<file path="src/rtl/collision_probe_pkg.sv">
// rtl/collision_probe_pkg.sv - shared encodings, geometry defaults and FSM state type
package collision_probe_pkg;

    localparam int CAR_W_DEF = 32;
    localparam int CAR_H_DEF = 32;
    localparam int X_MAX_DEF = 639;
    localparam int Y_MAX_DEF = 479;

    localparam logic [1:0] DIR_UP    = 2'd0;
    localparam logic [1:0] DIR_DOWN  = 2'd1;
    localparam logic [1:0] DIR_LEFT  = 2'd2;
    localparam logic [1:0] DIR_RIGHT = 2'd3;

    typedef enum logic [1:0] {
        ST_IDLE  = 2'd0,
        ST_CALC  = 2'd1,
        ST_PROBE = 2'd2,
        ST_RESP  = 2'd3
    } state_t;

endpackage

</file>
<file path="src/rtl/collision_probe_probe_target.sv">
// rtl/collision_probe_probe_target.sv - combinational move target with border clamping
//
// Ports:
//   cur_x, cur_y : current top-left pixel
//   dir, step    : move direction and distance
//   tx, ty       : clamped target top-left pixel
module probe_target
    import collision_probe_pkg::*;
#(
    parameter int X_LIM = 608,
    parameter int Y_LIM = 448
) (
    input  logic [9:0] cur_x,
    input  logic [9:0] cur_y,
    input  logic [1:0] dir,
    input  logic [3:0] step,
    output logic [9:0] tx,
    output logic [9:0] ty
);

    localparam logic [10:0] X_LIM_W = 11'(X_LIM);
    localparam logic [10:0] Y_LIM_W = 11'(Y_LIM);
    localparam logic [9:0]  X_LIM_N = 10'(X_LIM);
    localparam logic [9:0]  Y_LIM_N = 10'(Y_LIM);

    logic [10:0] sum_x;
    logic [10:0] sum_y;
    logic [10:0] dif_x;
    logic [10:0] dif_y;

    // 11-bit arithmetic: bit 10 of a difference flags an underflow.
    always_comb begin
        sum_x = {1'b0, cur_x} + {7'b0, step};
        sum_y = {1'b0, cur_y} + {7'b0, step};
        dif_x = {1'b0, cur_x} - {7'b0, step};
        dif_y = {1'b0, cur_y} - {7'b0, step};
        tx    = cur_x;
        ty    = cur_y;
        case (dir)
            DIR_UP:    ty = dif_y[10] ? 10'd0 : dif_y[9:0];
            DIR_DOWN:  ty = (sum_y > Y_LIM_W) ? Y_LIM_N : sum_y[9:0];
            DIR_LEFT:  tx = dif_x[10] ? 10'd0 : dif_x[9:0];
            default:   tx = (sum_x > X_LIM_W) ? X_LIM_N : sum_x[9:0];
        endcase
    end

endmodule

</file>
<file path="src/rtl/collision_probe.sv">
// rtl/collision_probe.sv - probes the four car corners at a move target against the map
//
// Ports:
//   clk, rst_n                  : clock, asynchronous active-low reset
//   req_valid / req_ready       : move request handshake (ready only when idle)
//   cur_x, cur_y, dir, step     : request payload, latched at acceptance
//   level_id                    : active level, latched at acceptance
//   probe_x, probe_y, probe_level / probe_is_wall : external map query and answer
//   rsp_valid, rsp_blocked      : one-cycle result strobe and wall hit flag
//   new_x, new_y                : resolved position, held between responses
module collision_probe
    import collision_probe_pkg::*;
#(
    parameter int CAR_W = CAR_W_DEF,
    parameter int CAR_H = CAR_H_DEF,
    parameter int X_MAX = X_MAX_DEF,
    parameter int Y_MAX = Y_MAX_DEF
) (
    input  logic       clk,
    input  logic       rst_n,
    input  logic       req_valid,
    output logic       req_ready,
    input  logic [9:0] cur_x,
    input  logic [9:0] cur_y,
    input  logic [1:0] dir,
    input  logic [3:0] step,
    input  logic [1:0] level_id,
    output logic [9:0] probe_x,
    output logic [9:0] probe_y,
    output logic [1:0] probe_level,
    input  logic       probe_is_wall,
    output logic       rsp_valid,
    output logic       rsp_blocked,
    output logic [9:0] new_x,
    output logic [9:0] new_y
);

    localparam logic [9:0] OFF_X = 10'(CAR_W - 1);
    localparam logic [9:0] OFF_Y = 10'(CAR_H - 1);

    state_t     state_q, state_d;
    logic [1:0] corner_q, corner_d;
    logic       blocked_q, blocked_d;
    logic [9:0] cur_x_q, cur_x_d;
    logic [9:0] cur_y_q, cur_y_d;
    logic [1:0] dir_q, dir_d;
    logic [3:0] step_q, step_d;
    logic [1:0] level_q, level_d;
    logic [9:0] new_x_q, new_x_d;
    logic [9:0] new_y_q, new_y_d;
    logic [9:0] tx;
    logic [9:0] ty;

    probe_target #(
        .X_LIM(X_MAX - CAR_W + 1),
        .Y_LIM(Y_MAX - CAR_H + 1)
    ) u_target (
        .cur_x(cur_x_q),
        .cur_y(cur_y_q),
        .dir  (dir_q),
        .step (step_q),
        .tx   (tx),
        .ty   (ty)
    );

    always_ff @(posedge clk or negedge rst_n) begin
        if (!rst_n) begin
            state_q   <= ST_IDLE;
            corner_q  <= 2'd0;
            blocked_q <= 1'b0;
            cur_x_q   <= 10'd0;
            cur_y_q   <= 10'd0;
            dir_q     <= 2'd0;
            step_q    <= 4'd0;
            level_q   <= 2'd0;
            new_x_q   <= 10'd0;
            new_y_q   <= 10'd0;
        end else begin
            state_q   <= state_d;
            corner_q  <= corner_d;
            blocked_q <= blocked_d;
            cur_x_q   <= cur_x_d;
            cur_y_q   <= cur_y_d;
            dir_q     <= dir_d;
            step_q    <= step_d;
            level_q   <= level_d;
            new_x_q   <= new_x_d;
            new_y_q   <= new_y_d;
        end
    end

    always_comb begin
        state_d     = state_q;
        corner_d    = corner_q;
        blocked_d   = blocked_q;
        cur_x_d     = cur_x_q;
        cur_y_d     = cur_y_q;
        dir_d       = dir_q;
        step_d      = step_q;
        level_d     = level_q;
        new_x_d     = new_x_q;
        new_y_d     = new_y_q;
        req_ready   = 1'b0;
        rsp_valid   = 1'b0;
        rsp_blocked = 1'b0;
        probe_x     = 10'd0;
        probe_y     = 10'd0;
        probe_level = 2'd0;
        case (state_q)
            ST_IDLE: begin
                req_ready = 1'b1;
                if (req_valid) begin
                    cur_x_d   = cur_x;
                    cur_y_d   = cur_y;
                    dir_d     = dir;
                    step_d    = step;
                    level_d   = level_id;
                    blocked_d = 1'b0;
                    corner_d  = 2'd0;
                    state_d   = ST_CALC;
                end
            end
            ST_CALC: state_d = ST_PROBE;
            ST_PROBE: begin
                // Corner bit 0 selects the right edge, bit 1 the bottom edge.
                probe_level = level_q;
                probe_x     = corner_q[0] ? (tx + OFF_X) : tx;
                probe_y     = corner_q[1] ? (ty + OFF_Y) : ty;
                blocked_d   = blocked_q | probe_is_wall;
                corner_d    = corner_q + 2'd1;
                if (corner_q == 2'd3) begin
                    // Resolve position here so it is already stable during RESP.
                    new_x_d = blocked_d ? cur_x_q : tx;
                    new_y_d = blocked_d ? cur_y_q : ty;
                    state_d = ST_RESP;
                end
            end
            ST_RESP: begin
                rsp_valid   = 1'b1;
                rsp_blocked = blocked_q;
                state_d     = ST_IDLE;
            end
            default: state_d = ST_IDLE;
        endcase
    end

    assign new_x = new_x_q;
    assign new_y = new_y_q;

endmodule

</file>
<file path="config.mk">
export PLATFORM = sky130hd
export DESIGN_NAME = collision_probe
export DESIGN_NICKNAME = d
export VERILOG_FILES = /design/src/rtl/collision_probe_pkg.sv /design/src/rtl/collision_probe_probe_target.sv /design/src/rtl/collision_probe.sv
export SDC_FILE = /design/constraint.sdc
export NUM_CORES = 1
export LEC_CHECK = 0
export ABC_AREA = 1
export ABC_CLOCK_PERIOD_IN_PS = 6220
export CAP_MARGIN = 25
export CORE_MARGIN = 10
export CORE_UTILIZATION = 25
export DETAILED_ROUTE_END_ITERATION = 10
export HOLD_SLACK_MARGIN = 0.15
export PLACE_DENSITY = 0.45
export SYNTH_ARGS = -nofsm -noshare
export SYNTH_HDL_FRONTEND = slang
export SYNTH_SLANG_ARGS = --single-unit
export TNS_END_PERCENT = 30
</file>
<file path="constraint.sdc">
create_clock -name clk -period 6.22 [get_ports clk]
set_input_delay 1.866 -clock clk [delete_from_list [all_inputs] [get_ports clk]]
set_output_delay 1.866 -clock clk [all_outputs]
set_load 0.02 [all_outputs]
</file>
==> out/qor.yml <==
start_kind: "flop"
clockBufferDepth: 2
vias: 4604
areaGrowthSynthToFinish_pct: 24.1
maxCapViolations: 0
hold_viol: 0
slowest_stage: "clkdlybuf4s50_1"
path_delay_family: "simple AND/OR/NAND/NOR gates"
drt_iter0_drc: 215
critPathMaxStageDelay_ns: 0.61
synth_fp_nets: 770
ant_nets: 0
grt_max_degree: 54
cp-end-kind: "output port"
fin_worst_skew_ns: 0.00931
final.period_utilization_pct: 95.0
slew_violations: 0
nNetsFinal: 830
h-tree-depth: 2
ys_seq_area_share_pct: 28.6
postSynthCellCount: 712
vias_per_cell: 4.59
rsz0062_at_grt: "yes"
synth_top_area_cell: "dfrtp_1"
min_period_ns: 5.91
yosysWarnings: 0
die_w_um: 156
gp_congestion: 0.809
wire_per_inst_um: 14.9
hpwl_um: 11700
crit_chain: "ha_1 -> inv_1 -> fa_1 -> inv_1 -> nand2_1 -> nand2_1 -> nand2_1 -> nand2_2 -> inv_1 -> nand3_1 -> nand2_1 -> a21oi_1 -> nand3_1 -> nand2_1 -> inv_2 -> ha_1 -> inv_1 -> nor2_1 -> nand2_1 -> a21oi_1 -> nor2_1 -> clkdlybuf4s50_1"
synth_top_area_share_pct: 28.6
cts_buffers: 5
core_region_area_sq_um: 18100
path_common_cell: "nand2_1"
cts_hold_buf: 0
drt_wl_total_um: 14900
layout-drive-gt1-share_pct: 6.34
path_max_fanout: 5
layout_commonest_cell: "nand2_1"
synth_cell_types: 42
multi_input_area_sq_um: 2830
final_cell_mix: "nand2_1, inv_1, nor2_1, clkdlybuf4s50_1, a21oi_1"
grt_pass1_vias: 4755
io_pins: 77
relSlewSlack_pct: 41.7
cts.clk_slew.worst_paths_ns: 0.08
synthTopCellsByArea: "dfrtp_1, nand2_1, a21oi_1"
ys.flop_type: "dfrtp_1"
portBuffers: 76
tns_ns: 0
async_flop_share_pct: 100
critPathRequiredTime_ns: 4.35
path_class: "flop to output port"
cts_tree: "done"
drc: 0
tightest_slew_ns: 0.869
synth-edff-count: 0
regArea_sq_um: 1330
grt_overflow: 0
syn_avg_cell_area_sq_um: 6.51
critPathArrivalTime_ns: 4.04
die_area_sq_um: 24400
drtPass1Iterations: 4
n_antenna_cell: 0
outcome: "finished clean"
cts_sinks: 53
cts_root_buf: "clkbuf_16"
row_count: 49
grt.total_usage_pct: 12.5
die_y_um: 156
nFillCells: 1993
path_buf_inv: 6
fmax_mhz: 169
ys_seq_elements: 53
netlist_area_sq_um: 4640
setup_viol: 0
clock_latency_ns: 0.31
hold_class: "flop to flop"
grt_pass1_wl_um: 24800
initial_core_util_pct: 25.6
antenna_found_initial: 0
flip-flops by register name, summed over array words and instances, names as in the netlist:
signal	cells
blocked_q	1
corner_q	2
cur_x_q	10
cur_y_q	10
dir_q	2
level_q	2
new_x	10
new_y	10
state_q	2
step_q	4
Yosys cell counts (all sizes together) (5+ instances only):
cell    count
xor2        5
nand3      66
dfrtp      53
inv        96
nand2     178
clkbuf     18
nor3       13
a21oi      74
o21ai      51
buf         9
mux2        6
nand4      14
nor2       81
ha         22
kinds of logic (layout without fill, tap and decap cells):
family,Yosys count,count (layout),synth area share (%)
compound gates,137,137,15.9
xor+xnor,7,7,1.73
simple gates,357,357,33.9
flops,53,53,28.6
mux,6,6,1.46
buf+inv,126,187,10.7
fa+ha+maj,26,26,7.66
final timing paths:
| kind | start | to | slack, ns | cells after the start |
|---|---|---|---|---|
| setup / recovery | step_q[0]$_DFFE_PN0P_ | probe_x[8] | 0.31 | 22 |
| hold / removal | new_y[5]$_DFFE_PN0P_ | new_y[5]$_DFFE_PN0P_ | 0.48 | 2 |
| setup reg to reg | step_q[3]$_DFFE_PN0P_ | new_y[8]$_DFFE_PN0P_ | 3.32 | 17 |
| hold reg to reg | new_y[5]$_DFFE_PN0P_ | new_y[5]$_DFFE_PN0P_ | 0.48 | 2 |
| max in group asynchronous | rst_n | new_x[2]$_DFFE_PN0P_ | 4.03 | 2 |
| min in group asynchronous | rst_n | cur_y_q[7]$_DFFE_PN0P_ | 1.70 | 2 |
layout make-up:
| type | instances | share of cell area (%) |
|---|---|---|
| Tap cell | 229 | 4.98 |
| Clock buffer | 8 | 2.37 |
| Multi-Input combinational cell | 533 | 49.1 |
| Inverter | 99 | 6.46 |
| Timing Repair Buffer | 80 | 14.0 |
| Sequential cell | 53 | 23.0 |
stage by stage:
stage / area, sq um / worst slack, ns / instances / utilization, % / hold slack, ns
final: 5750 / 0.313 / 1002 / 31.8 / 0.479
after global routing: 5750 / -0.0732 / 1002 / 31.8 / 0.504
after CTS: 5720 / 0.181 / 1001 / 31.6 / 0.486
after detailed placement: 5580 / 0.541 / 993 / 30.9 / 0.467
after global placement: 5580 / 0.550 / 993 / 30.9 / 0.466
after floorplan: 4640 / 1.49 / 712 / - / 0.480
per-layer routing:
metal	vias to the layer above	global-route usage [%]	wire length, um
li1	2425	-	-
met4	0	2.74	148
met3	9	2.29	453
met1	2122	14.8	6730
met2	48	22.8	7620
met5	-	0	0
timing repair:
item,in CTS,in global routing
endpoints found under the setup margin,0,6
buffers inserted,0,0
gates resized for setup,0,6
hold endpoints to repair,0,0
worst min-delay path: stages (launching register included):
cell,delay (ns)
dfrtp_1,0.34
nand2_1,0.05
nand2_1,0.05
Power is not shown: default switching activity piles up to over one toggle a cycle in this logic, so the estimate is an artifact.
